$ cat src/rtl/flash_erase_pkg.sv
// Shared flash bus timing, command codes and state types.
// Imported by the erase sequencer and the bus-cycle engine.
package flash_erase_pkg;

  localparam logic [7:0] T_RST  = 8'd8;
  localparam logic [7:0] T_VLVH = 8'd2;
  localparam logic [7:0] T_DVWH = 8'd2;
  localparam logic [7:0] T_WLWH = 8'd3;
  localparam logic [7:0] T_WHWL = 8'd2;
  localparam logic [7:0] T_GLQV = 8'd3;
  localparam logic [7:0] T_EHEL = 8'd2;
  localparam logic [7:0] T_HOLD = 8'd20;

  localparam logic [15:0] CMD_SETUP = 16'h0020;
  localparam logic [15:0] CMD_CONF  = 16'h00D0;
  localparam logic [15:0] CMD_CLRSR = 16'h0050;
  localparam logic [15:0] CMD_RDARR = 16'h00FF;

  typedef enum logic [3:0] {
    S_IDLE, S_LATCH, S_WAIT_RST,
    S_SETUP, S_CONFIRM, S_POLL,
    S_CHECK, S_CLR_SR, S_RD_ARRAY,
    S_FINISH
  } er_state_e;

  typedef enum logic [2:0] {
    B_IDLE, B_ADDR, B_WSTB, B_WDAT,
    B_WEND, B_WREC, B_OE, B_REC
  } bus_state_e;

  function automatic logic [3:0] sr_bits(
    input logic [15:0] sr
  );
    return {sr[7], sr[5], sr[3], sr[1]};
  endfunction

endpackage

$ cat src/rtl/flash_erase_buscyc.sv
// flash_buscyc: one flash read or write bus cycle per start pulse.
// start/wr/addr/wdata in; done pulse + rdata out; drives the flash bus.
module flash_buscyc
  import flash_erase_pkg::*;
(
  input  logic        clk,
  input  logic        rst_n,
  input  logic        start,
  input  logic        wr,
  input  logic [24:0] addr,
  input  logic [15:0] wdata,
  output logic        done,
  output logic [15:0] rdata,
  output logic [24:0] A,
  input  logic [15:0] dq_i,
  output logic [15:0] dq_o,
  output logic        dqe,
  output logic        oe,
  output logic        ce,
  output logic        we,
  output logic        adv
);

  bus_state_e  st_q;
  logic [7:0]  cnt_q;
  logic        wr_q;
  logic [15:0] wd_q;
  logic        done_q;
  logic [15:0] rd_q;
  logic [24:0] a_q;
  logic [15:0] dq_q;
  logic        dqe_q, oe_q, ce_q, we_q, adv_q;

  always_ff @(posedge clk) begin
    if (!rst_n) begin
      st_q   <= B_IDLE;
      cnt_q  <= '0;
      wr_q   <= 1'b0;
      wd_q   <= '0;
      done_q <= 1'b0;
      rd_q   <= '0;
      a_q    <= '0;
      dq_q   <= '0;
      dqe_q  <= 1'b0;
      oe_q   <= 1'b1;
      ce_q   <= 1'b1;
      we_q   <= 1'b1;
      adv_q  <= 1'b1;
    end else begin
      done_q <= 1'b0;
      unique case (st_q)
        B_IDLE: if (start) begin
          st_q  <= B_ADDR;
          cnt_q <= T_VLVH - 8'd1;
          wr_q  <= wr;
          wd_q  <= wdata;
          a_q   <= addr;
          ce_q  <= 1'b0;
          adv_q <= 1'b0;
        end
        B_ADDR: if (cnt_q != 8'd0) begin
          cnt_q <= cnt_q - 8'd1;
        end else begin
          adv_q <= 1'b1;
          if (wr_q) begin
            st_q  <= B_WSTB;
            we_q  <= 1'b0;
            cnt_q <= T_DVWH - 8'd1;
          end else begin
            st_q  <= B_OE;
            oe_q  <= 1'b0;
            cnt_q <= T_GLQV - 8'd1;
          end
        end
        B_WSTB: if (cnt_q != 8'd0) begin
          cnt_q <= cnt_q - 8'd1;
        end else begin
          st_q  <= B_WDAT;
          dq_q  <= wd_q;
          dqe_q <= 1'b1;
          cnt_q <= T_WLWH - 8'd1;
        end
        B_WDAT: if (cnt_q != 8'd0) begin
          cnt_q <= cnt_q - 8'd1;
        end else begin
          st_q <= B_WEND;
          we_q <= 1'b1;
          ce_q <= 1'b1;
        end
        B_WEND: begin
          st_q  <= B_WREC;
          dqe_q <= 1'b0;
          dq_q  <= '0;
          a_q   <= '0;
          cnt_q <= T_WHWL - 8'd1;
        end
        B_WREC: if (cnt_q != 8'd0) begin
          cnt_q <= cnt_q - 8'd1;
        end else begin
          st_q   <= B_IDLE;
          done_q <= 1'b1;
        end
        // dq_i is taken on the final cycle of the OE phase
        B_OE: if (cnt_q != 8'd0) begin
          cnt_q <= cnt_q - 8'd1;
        end else begin
          st_q  <= B_REC;
          rd_q  <= dq_i;
          oe_q  <= 1'b1;
          ce_q  <= 1'b1;
          cnt_q <= T_EHEL - 8'd1;
        end
        B_REC: if (cnt_q != 8'd0) begin
          cnt_q <= cnt_q - 8'd1;
        end else begin
          st_q   <= B_IDLE;
          a_q    <= '0;
          done_q <= 1'b1;
        end
        default: st_q <= B_IDLE;
      endcase
    end
  end

  assign done  = done_q;
  assign rdata = rd_q;
  assign A     = a_q;
  assign dq_o  = dq_q;
  assign dqe   = dqe_q;
  assign oe    = oe_q;
  assign ce    = ce_q;
  assign we    = we_q;
  assign adv   = adv_q;

endmodule

$ cat src/rtl/flash_erase.sv
// flash_erase: multi-block erase sequencer with status polling.
// erase_en/block_addr/block_cnt in; erase_done/err/code out; flash bus.
module flash_erase
  import flash_erase_pkg::*;
#(
  parameter logic [24:0] BLOCK_STRIDE = 25'h20000,
  parameter logic [23:0] POLL_MAX     = 24'd12_000_000
) (
  input  logic        clk,
  input  logic        rst_n,
  input  logic        erase_en,
  input  logic [24:0] block_addr,
  input  logic [9:0]  block_cnt,
  output logic        erase_done,
  output logic        erase_err,
  output logic [3:0]  err_code,
  output logic [24:0] A,
  input  logic [15:0] dq_i,
  output logic [15:0] dq_o,
  output logic        dqe,
  output logic        oe,
  output logic        ce,
  output logic        we,
  output logic        adv,
  output logic        wp,
  input  logic        wd,
  output logic        rst_f
);

  localparam logic [23:0] P_LAST = POLL_MAX - 24'd1;

  er_state_e   st_q;
  logic [24:0] cur_q;
  logic [9:0]  last_q, blk_q;
  logic [23:0] poll_q;
  logic [7:0]  wait_q;
  logic [3:0]  sr_q, code_q;
  logic        lat_q, err_q, done_q, rstf_q;
  logic        go_q, busy_q, bwr_q;
  logic [15:0] bwd_q;
  logic        b_done;
  logic [15:0] b_rd;
  logic        unused_in;

  assign unused_in = ^{wd, b_rd[15:8], b_rd[6],
                       b_rd[4], b_rd[2], b_rd[0]};

  flash_buscyc u_bus (
    .clk   (clk),
    .rst_n (rst_n),
    .start (go_q),
    .wr    (bwr_q),
    .addr  (cur_q),
    .wdata (bwd_q),
    .done  (b_done),
    .rdata (b_rd),
    .A     (A),
    .dq_i  (dq_i),
    .dq_o  (dq_o),
    .dqe   (dqe),
    .oe    (oe),
    .ce    (ce),
    .we    (we),
    .adv   (adv)
  );

  always_ff @(posedge clk) begin
    if (!rst_n) begin
      st_q   <= S_IDLE;
      cur_q  <= '0;
      last_q <= '0;
      blk_q  <= '0;
      poll_q <= '0;
      wait_q <= '0;
      sr_q   <= '0;
      code_q <= '0;
      lat_q  <= 1'b0;
      err_q  <= 1'b0;
      done_q <= 1'b0;
      rstf_q <= 1'b0;
      go_q   <= 1'b0;
      busy_q <= 1'b0;
      bwr_q  <= 1'b0;
      bwd_q  <= '0;
    end else begin
      rstf_q <= 1'b1;
      go_q   <= 1'b0;
      done_q <= 1'b0;
      unique case (st_q)
        S_IDLE: if (erase_en) st_q <= S_LATCH;
        S_LATCH: begin
          cur_q  <= block_addr;
          last_q <= block_cnt;
          blk_q  <= '0;
          poll_q <= '0;
          err_q  <= 1'b0;
          lat_q  <= 1'b0;
          code_q <= '0;
          wait_q <= T_RST - 8'd1;
          st_q   <= S_WAIT_RST;
        end
        S_WAIT_RST: if (wait_q != 8'd0) begin
          wait_q <= wait_q - 8'd1;
        end else begin
          st_q <= S_SETUP;
        end
        S_SETUP: if (!busy_q) begin
          go_q   <= 1'b1;
          busy_q <= 1'b1;
          bwr_q  <= 1'b1;
          bwd_q  <= CMD_SETUP;
        end else if (b_done) begin
          busy_q <= 1'b0;
          st_q   <= S_CONFIRM;
        end
        S_CONFIRM: if (!busy_q) begin
          go_q   <= 1'b1;
          busy_q <= 1'b1;
          bwr_q  <= 1'b1;
          bwd_q  <= CMD_CONF;
        end else if (b_done) begin
          busy_q <= 1'b0;
          st_q   <= S_POLL;
        end
        S_POLL: if (!busy_q) begin
          go_q   <= 1'b1;
          busy_q <= 1'b1;
          bwr_q  <= 1'b0;
        end else if (b_done) begin
          busy_q <= 1'b0;
          sr_q   <= sr_bits(b_rd);
          st_q   <= S_CHECK;
        end
        // sr_q = {SR7, SR5, SR3, SR1}
        S_CHECK: if (!sr_q[3]) begin
          if (poll_q == P_LAST) begin
            lat_q  <= 1'b1;
            code_q <= 4'b1000;
            st_q   <= S_CLR_SR;
          end else begin
            poll_q <= poll_q + 24'd1;
            st_q   <= S_POLL;
          end
        end else if (sr_q[2:0] != 3'b000) begin
          lat_q  <= 1'b1;
          code_q <= {1'b0, sr_q[2:0]};
          st_q   <= S_CLR_SR;
        end else if (blk_q == last_q) begin
          st_q <= S_RD_ARRAY;
        end else begin
          cur_q  <= cur_q + BLOCK_STRIDE;
          blk_q  <= blk_q + 10'd1;
          poll_q <= '0;
          st_q   <= S_SETUP;
        end
        S_CLR_SR: if (!busy_q) begin
          go_q   <= 1'b1;
          busy_q <= 1'b1;
          bwr_q  <= 1'b1;
          bwd_q  <= CMD_CLRSR;
        end else if (b_done) begin
          busy_q <= 1'b0;
          st_q   <= S_RD_ARRAY;
        end
        S_RD_ARRAY: if (!busy_q) begin
          go_q   <= 1'b1;
          busy_q <= 1'b1;
          bwr_q  <= 1'b1;
          bwd_q  <= CMD_RDARR;
        end else if (b_done) begin
          busy_q <= 1'b0;
          done_q <= 1'b1;
          err_q  <= lat_q;
          wait_q <= T_HOLD - 8'd1;
          st_q   <= S_FINISH;
        end
        S_FINISH: if (wait_q != 8'd0) begin
          wait_q <= wait_q - 8'd1;
        end else begin
          st_q <= S_IDLE;
        end
        default: st_q <= S_IDLE;
      endcase
    end
  end

  assign erase_done = done_q;
  assign erase_err  = err_q;
  assign err_code   = code_q;
  assign rst_f      = rstf_q;
  assign wp         = 1'b1;

endmodule

$ cat config.mk
export PLATFORM = sky130hd
export DESIGN_NAME = flash_erase
export DESIGN_NICKNAME = d
export VERILOG_FILES = /design/src/rtl/flash_erase_pkg.sv /design/src/rtl/flash_erase_buscyc.sv /design/src/rtl/flash_erase.sv
export SDC_FILE = /design/constraint.sdc
export NUM_CORES = 1
export LEC_CHECK = 0
export ABC_AREA = 1
export BUFFER_PORTS_ARGS = -buffer_cell sky130_fd_sc_hd__buf_2
export CAP_MARGIN = 10
export CORE_MARGIN = 8
export CORE_UTILIZATION = 60
export CTS_CLUSTER_SIZE = 24
export DETAILED_ROUTE_END_ITERATION = 7
export PLACE_DENSITY = 0.84
export SYNTH_ARGS = -nofsm -noshare
export SYNTH_HDL_FRONTEND = slang
export SYNTH_SLANG_ARGS = --single-unit
$ cat constraint.sdc
create_clock -name clk -period 4.75 [get_ports clk]
set_input_delay 0.2375 -clock clk [delete_from_list [all_inputs] [get_ports clk]]
set_output_delay 0.2375 -clock clk [all_outputs]
set_load 0.02 [all_outputs]
Yosys cells after proc, flatten, opt, wreduce, memory -nomap -nowiden:

Index checks and enable logic that the tools add are counted.

* input bits: 55
* output and inout bits: 54
* word-level logic and storage cells: 227
* register bits after elaboration: 195

* muxes and demuxes: 91
* add/sub/neg operators: 5
* equal/unequal tests: 57
* bitwise operators: 1
* reductions and logical operators: 44

Operator list (number)
* 25-bit 2-to-1 mux: 5
* 24-bit 2-to-1 mux: 4
* 16-bit 2-to-1 mux: 5
* 4-bit 2-to-1 mux: 19
* 25-bit one-hot mux with 3 select lines: 1
* 8-bit 2-to-1 mux: 8
* 16-bit one-hot mux with 4 select lines: 1
* 2-bit inequality test, second input constant: 26
* 25-bit one-hot mux with 2 select lines: 1
* 24-bit one-hot mux with 2 select lines: 1
* 8-bit one-hot mux with 6 select lines: 1
* 4-bit one-hot mux with 10 select lines: 1
* 16-bit one-hot mux with 2 select lines: 1
* 10-bit 2-to-1 mux: 3
* 25-bit by 18-bit adder with 25-bit output, second input constant: 1
* 24-bit by 1-bit adder with 24-bit output, second input constant: 1
* 24-bit == test, second input constant: 1
* 8-bit one-hot mux with 3 select lines: 1
* 3-bit AND reduction: 8
* 3-bit 2-to-1 mux: 7
* 3-bit one-hot mux with 7 select lines: 1
* 10-bit one-hot mux with 2 select lines: 1
* 4-bit AND reduction: 5
* 1-bit 2-to-1 mux: 19
* other kinds (30): 76

Longest topological paths before layout:

Gate-level depths: netlist of the first run.

* depth in word-level cells: 5
* mapped depth: 13
* gate-level depth less buffers: 13

Cells and area by module:

A second synthesis of the first run with hierarchy kept.

* cells, all modules: 1327
* area, all modules: 9069.9 um^2

Modules (own cells, without submodules)
* flash_erase: cells each 792, times used 1, sequential area each 2001.9 um^2, area an instance 5305.1 um^2
* flash_buscyc: cells each 535, times used 1, sequential area each 1821.7 um^2, area an instance 3764.9 um^2

Least setup slack after synthesis of the first run:

OpenSTA, ideal clock, no wires.

* path kind: flip-flop to flip-flop
* start: register poll_q[0]
* end: register code_q[0], in the netlist err_code[0]
* arrival time: 1.591 ns
* required time: 4.612 ns
* clock period less this slack: 1.730 ns
* buffers on the path: 1
* path slack: 3.020 ns
* stages on the path, launching flop included: 11
* setup time: 0.138 ns
* cells stage by stage: dfxtp_1 -> ha_1 -> clkbuf_1 -> nand3_1 -> inv_1 -> nand2_1 -> nand3b_1 -> nand2_1 -> a21oi_1 -> nand2_1 -> a21oi_1

* word-level cells in the longest chain between the ends: 3

Ends and longest elaborated chain
* start, declared: line flash_erase.sv:35 `logic [23:0] poll_q;`
* start signal, assigned: line flash_erase.sv:141 `poll_q <= poll_q + 24'd1;`
* 24-bit == test: line flash_erase.sv:136 `if (poll_q == P_LAST) begin`
* 3-bit inequality test (no line)
* 3-bit AND reduction (no line)
* end signal, assigned: line flash_erase.sv:146 `code_q <= {1'b0, sr_q[2:0]};`
* end, declared: line flash_erase.sv:37 `logic [3:0] sr_q, code_q;`

No other way between the ends.
A chain may end at the register's enable or synchronous reset.

Worst setup path in the final report of the first run:

* start: register st_q[2]
* end: register blk_q[1]

* word-level cells in the longest chain between the ends: 3
* elaborated cells between the ends (all ways): 8
* those cells by class: eq/ne (5); mux (1); reduce/logical (2)

Ends and longest elaborated chain
* start, declared: line flash_erase.sv:32 `er_state_e st_q;`
* start signal, assigned: line flash_erase.sv:69 `st_q <= S_IDLE;`
* start signal, assigned: line flash_erase.sv:90 `S_IDLE: if (erase_en) st_q <= S_LATCH;`
* start signal, assigned: line flash_erase.sv:100 `st_q <= S_WAIT_RST;`
* 4-bit by 3-bit == test with 1-bit output or 4-bit by 1-bit == test with 1-bit output (tied branches): line flash_erase.sv:89 `unique case (st_q)`
* 2-bit inequality test (no line) or 2-bit nonzero test (tied branches)
* 4-bit AND reduction (no line)
* end signal, assigned: line flash_erase.sv:152 `blk_q <= blk_q + 10'd1;`
* end, declared: line flash_erase.sv:34 `logic [9:0] last_q, blk_q;`

Several ways; a longest one is shown, not always the timed one.

==> results of run 1 <==
-- stage by stage --
stage          setup WS [ns]  cell area [sq um]  hold slack (ns)  std cells  utilization, %
2_1_floorplan           3.02               7880            0.265       1142               -
3_3_place_gp            1.86               8210            0.437       1350            63.0
3_5_place_dp            1.81               8210            0.450       1350            63.0
4_1_cts                 1.80               8820           0.0297       1381            67.7
5_1_grt                 1.49               8820           0.0547       1381            67.7
6_report                1.76               8820           0.0328       1381            67.7
-- layout make-up --
| type | count | area (sq um) |
|---|---|---|
| Timing Repair Buffer | 89 | 453 |
| Fill cell | 1153 | 4210 |
| Tap cell | 176 | 220 |
| Clock buffer | 20 | 447 |
| Multi-Input combinational cell | 828 | 4050 |
| Clock inverter | 11 | 159 |
| Sequential cell | 155 | 3100 |
| Inverter | 102 | 389 |
-- registers in the layout, indices dropped and copies added, names as in the netlist, 3 cells and up --
signal,flops
poll_q,24
u_bus.cnt_q,8
bwd_q,4
sr_q,4
u_bus.st_q,3
last_q,10
st_q,4
u_bus.A,25
err_code,4
cur_q,25
u_bus.rdata,4
wait_q,8
blk_q,10
u_bus.wd_q,4
u_bus.dq_o,4
-- per-layer routing --
| metal | part of all wire, % | track usage [%] | up-vias | wire (microns) |
|---|---|---|---|---|
| li1 | - | - | 3780 | - |
| met1 | 46 | 29.0 | 3422 | 8550 |
| met2 | 45 | 36.0 | 266 | 8450 |
| met3 | 6.6 | 4.59 | 39 | 1230 |
| met4 | 2.5 | 10.7 | 0 | 458 |
| met5 | 0 | 0 | - | 0 |
-- logic make-up (layout without fill, tap and decap cells) --
group	after synthesis	in the layout	synth area share (%)
fa+ha+maj	7	7	1.11
flops	155	155	39.5
simple gates	557	557	30.9
other cells	2	9	0.0956
buf+inv	159	222	9.32
compound gates	233	233	16.6
xor+xnor	22	22	2.45
-- worst max-delay path, stage by stage (launching register included) --
cell and delay (ns):
dfxtp_1 0.36, inv_1 0.09, nor2_2 0.15, nand2_1 0.07, buf_4 0.26, inv_1 0.59, nand2_1 0.23, nand2_1 0.12
inv_2 0.04, nand2_2 0.33, clkinv_2 0.34, nand3_1 0.16, a21oi_1 0.08
-- cell usage in the layout, fill, tap and decap left out, drive strengths merged, types with 17 or more instances in the layout --
cell type,instances
a21oi,121
dfxtp,155
nand4,17
nor2,178
buf,89
clkbuf,20
inv,105
nand2,260
nand3,71
o21ai,94
-- power groups by stage --
stage	clock network, mW	logic (mW)	registers (mW)
floorplan	0	1.60	2.00
global placement	0	2.08	1.88
detailed placement	0	2.12	1.89
CTS	1.41	2.15	1.87
global route	1.47	2.44	1.91
finish	1.40	2.16	1.87
-- path summary, 6_finish.rpt --
kind | end | slack, ns | depth (start not counted)
hold reg to reg | err_code[0] | 0.46 | 2
setup / recovery | blk_q[1] | 1.76 | 12
setup reg to reg | blk_q[1] | 1.76 | 12
hold / removal | last_q[2] | 0.03 | 3
==> results.md, run 1 <==
- CTS root buffer: clkbuf_16
- Final wirelength: 18.7 mm
- Commonest cells in the netlist: nand2_1, nor2_1, dfxtp_1
- Relative slew slack: 43.3%
- Vias in the first global route: 6,957
- Total congestion overflow: 0
- Most numerous cell in the Yosys netlist: nand2_1
- Tightest Hold Check Type: in2reg
- Slew Limit Fails: 0
- Highest net fanout along the worst path: 38
- Share of power burned in registers: 34.5%
- Final Power: 5.42 mW
- Kind of start point of the critical path: flop
- H-tree depth: 4
- NetSw: 2.27 mW
- CP arrival: 3.26 ns
- Final period util: 62.9%
- Number of synthesized register bits: 155
- # DRC: 0
- Synth cell types: 45
- Initial core utilization: 60.3%
- Worst skew pair latency: 0.43 ns
- Via count: 7,507
- Number of synthesized flops with an enable pin: 0
- Outcome: finished, final reports clean
- Minimum clock period: 2.99 ns
- Top_reg_cell synth: dfxtp_1
- Post-synth top area cell: dfxtp_1
- DRT Pass-1 Iters: 5
- Ports: 109
- Combinational fraction of design power: 39.8%
- Max Clock Freq: 334 MHz
- WL per Instance: 13.5 microns
- Required @ worst endpoint: 5.02 ns
- Mean post-synth cell area: 6.92 sq um
- Die width: 130 microns
- Worst reg2reg startpoint: st_q[2]
- DP Wirelength: 12.5 mm
- Sw frac: 41.8%
- Critical path endpoint category: flop
- Async S/R FF share, synth: 0%
- RSZ-0062 raised after global routing: no
- Share of cells above drive strength 1: 16.4%
- CTS hold repair buffers: 0
- Crit Path Class: reg2reg
- Via/cell ratio: 5.44
- Core area: 0.0130 sq mm
- Layout area overhead: 12.2%
- All-Layer GR Usage: 22.6%
- # clock sinks: 155
- Clk slew on worst S/H paths: 0.06 ns
- 1st-iter DRT viols: 588
- Post-synthesis instance area: 0.00786 sq mm
- Synthesized instance count: 1,135
- Clock group share of total power: 25.7%
- Max Clock Skew: 0.00933 ns
- Num rows: 42
- Post-CTS sizing: 0
- Final ANT Viol Nets: 0
- Die height: 130 microns
- Final Setup Violations: 0
- Gpl congestion: 0.926
- Antenna violations before repair: 0
- N_diodes: 0
- Crit. Startpoint: st_q[2]
- Hold Fails Final Rpt: 0
- Top cells by area, synth: dfxtp_1, nand2_1, nor2_1
- VDD IR max: 0.573 mV
- Max Cap Violations: 0
- Internal: 3.16 mW
- Largest net degree at the start of global routing: 73
- Clk buf depth: 2
- CTS tree: yes
- Post-synth top area share: 39.5%
- Slew @ Worst Pin: 0.850 ns
- P per Cell Area: 615 mW/mm^2
- IO Port Bufs: 86
- Leakage: 3.61 nW
- First-pass GRT wire length: 31.2 mm
- HP Start: block_cnt[2]
- Ys Warns: 0
- Full die area: 0.0170 sq mm
- CTS Buf Count: 17
- Post-CTS setup buffer count: 0
- Final nets: 1,255
- Setup_tns: 0 ns
- Sequential fraction of the synthesis area: 39.5%
Note: power is estimated with default switching activity, not from simulation.
==> inputs of run 2 (changes only) <==
--- a/config.mk
+++ b/config.mk
@@ -9,10 +9,10 @@
 export BUFFER_PORTS_ARGS = -buffer_cell sky130_fd_sc_hd__buf_2
 export CAP_MARGIN = 10
 export CORE_MARGIN = 8
-export CORE_UTILIZATION = 60
+export CORE_UTILIZATION = 52
 export CTS_CLUSTER_SIZE = 24
 export DETAILED_ROUTE_END_ITERATION = 7
-export PLACE_DENSITY = 0.84
+export PLACE_DENSITY = 0.77
 export SYNTH_ARGS = -nofsm -noshare
 export SYNTH_HDL_FRONTEND = slang
 export SYNTH_SLANG_ARGS = --single-unit
==> constraint.sdc (replaced) <==
create_clock -name clk -period 2.57 [get_ports clk]
set_input_delay 0.1285 -clock clk [delete_from_list [all_inputs] [get_ports clk]]
set_output_delay 0.1285 -clock clk [all_outputs]
set_load 0.02 [all_outputs]
==> run 2 against run 1 <==
Largest power group unchanged; fmax increased by 40%; worst setup slack got worse by 1.3 ns; non-clock buffer count increased by 38; core utilization decreased by 6.3 points; register-to-register slack got worse by 1.3 ns; first-iteration DRC count decreased by 18%; critical path depth decreased by 3; wire length increased by 3.6%; power increased by 85%; via count decreased by 0.13%.
==> results.md, run 2 (synthesis results as in run 1) <==
- RSZ-0062 raised after global routing: no
- Sw frac: 42.8%
- WHS Endpoint: last_q[8]
- Max Clock Skew: 0.0135 ns
- Ports: 109
- Crit Path Class: reg2reg
- First-pass GRT wire length: 33.1 mm
- Most common cell after layout, fill and taps aside: nand2_1
- Outcome: finished, final reports clean
- Final Setup Violations: 0
- Core area: 0.0150 sq mm
- Worst slack, placed: 0.494 ns
- Cell Chain, Critical Path: ha_1 > nand3_1 > inv_1 > nand2_1 > nand3b_1 > nand2_1 > a21oi_1 > nand2_1 > a21oi_1
- Required @ worst endpoint: 2.88 ns
- Max Clock Freq: 468 MHz
- Max Cap Violations: 0
- Final ANT Viol Nets: 0
- Post-DP Area: 0.00830 sq mm
- Via/cell ratio: 5.24
- Clock group share of total power: 25.0%
- Final wirelength: 19.4 mm
- CP max stage delay: 0.46 ns
- Final nets: 1,293
- Setup WS post-layout: 0.432 ns
- CP max stage cell: dfxtp_1
- Worst reg2reg startpoint: poll_q[0]
- CP arrival: 2.45 ns
- N_diodes: 0
- Vias in the first global route: 7,134
- Die height: 139 microns
- Combinational fraction of design power: 40.6%
- Reg-to-reg critical path endpoint: err_code[3]
- Clk buf depth: 2
- # clock sinks: 155
- Share of power burned in registers: 34.4%
- Most frequent cells in the layout: nand2_1, nor2_1, dfxtp_1, a21oi_1, o21ai_0
- NetSw: 4.29 mW
- Relative slew slack: 57.6%
- IO Port Bufs: 86
- Highest net fanout along the worst path: 8
- Design area: 0.00919 sq mm
- DP Wirelength: 12.7 mm
- Gpl congestion: 0.926
- Post-CTS sizing: 0
- Reg-to-reg slack, setup: 0.43 ns
- Layout Cells excl Fill: 1,432
- Initial core utilization: 52.5%
- Most used cell along the critical path: nand2_1
- Num rows: 45
- CTS tree: yes
- Leakage: 3.76 nW
- Slew Limit Fails: 0
- Hold slack: 0.0111 ns
- Layout area overhead: 17.0%
- Antenna violations before repair: 0
- Share of cells above drive strength 1: 16.8%
- HP Start: block_cnt[8]
- FF-to-FF path depth: 9
- Critical path's top delay family: simple AND/OR/NAND/NOR gates
- Via count: 7,497
- Worst Hold Path Cells: 3
- Largest net degree at the start of global routing: 72
- Total congestion overflow: 0
- DRT Pass-1 Iters: 5
- Critical path endpoint category: flop
- Minimum clock period: 2.14 ns
- WL per Instance: 13.5 microns
- Full die area: 0.0193 sq mm
- Final core occ: 61.4%
- # DRC: 0
- Kind of start point of the critical path: flop
- H-tree depth: 4
- Clk slew on worst S/H paths: 0.07 ns
- All-Layer GR Usage: 20.5%
- 1st-iter DRT viols: 481
- FILL cells: 1,353
- Final Power: 10.0 mW
- VDD IR max: 0.833 mV
- CTS root buffer: clkbuf_16
- Slew @ Worst Pin: 0.636 ns
- Tightest Hold Check Type: in2reg
- CTS Buf Count: 17
- Setup_tns: 0 ns
- Hold Fails Final Rpt: 0
- Final period util: 83.2%
- P per Cell Area: 1090 mW/mm^2
- Dpl cells: 1,370
- Internal: 5.74 mW
- CP Buf/Inv Count: 1
- Worst skew pair latency: 0.44 ns
- Die width: 139 microns
==> run 2: changes by cell type in the layout (fill, tap and decap cells not counted), sizes merged <==
| cell | previous run | this run |
|---|---|---|
| bufinv | 3 | 1 |
| inv | 105 | 109 |
| dlygate4sd3 | 0 | 30 |
| buf | 89 | 97 |
| clkinvlp | 0 | 3 |
| clkbuf | 20 | 18 |
| clkinv | 5 | 3 |
==> run 2: cell type report <==
type / instances / area [sq um] / area share (%)
repair buffers: 127 / 826 / 8.98
clock buffers: 18 / 439 / 4.78
clock inverters: 14 / 153 / 1.66
inverters: 102 / 389 / 4.23
multi-input cells: 828 / 4050 / 44.0
flip-flops and latches: 155 / 3100 / 33.8
well taps: 188 / 235 / 2.56
==> run 2: layer usage <==
layer  share of wire, %  wire [microns]  vias up  global-route usage [%]
li1                   -               -     3856                       -
met1                 45            8780     3405                    25.4
met2                 47            9050      212                    33.2
met3                6.2            1200       24                    5.61
met4                1.8             340        0                    7.68
met5                  0               0        -                       0
==> run 2: worst register-to-register path, delay by kind of cell (launching register included) <==
kind,cells,cell delay [ns]
AND/OR/NAND/NOR,5,0.72
flip-flops,1,0.46
AO/OA/AOI/OAI,2,0.22
buffers and inverters,1,0.17
adder cells (fa/ha/maj),1,0.44
==> run 2: what timing repair did <==
item / in CTS / in global routing
endpoints found under the hold margin: 30 / 0
buffers inserted: 0 / 0
hold buffers: 30 / 0
==> run 2: worst max path at each step <==
stage	start	end	cells past startpoint
floorplan	poll_q[0]	err_code[0]	10
finish	poll_q[0]	err_code[3]	9
global route	poll_q[0]	err_code[1]	9
global placement	st_q[3]	blk_q[1]	11
CTS	st_q[3]	cur_q[24]	11
detailed placement	st_q[3]	cur_q[24]	11
==> run 2: power groups by stage <==
stage | logic, mW | registers [mW] | clock network [mW]
3_3_place_gp | 3.92 | 3.48 | 0
5_1_grt | 4.61 | 3.53 | 2.64
3_5_place_dp | 4.00 | 3.48 | 0
4_1_cts | 4.07 | 3.45 | 2.54
2_1_floorplan | 2.95 | 3.69 | 0
6_report | 4.07 | 3.45 | 2.51
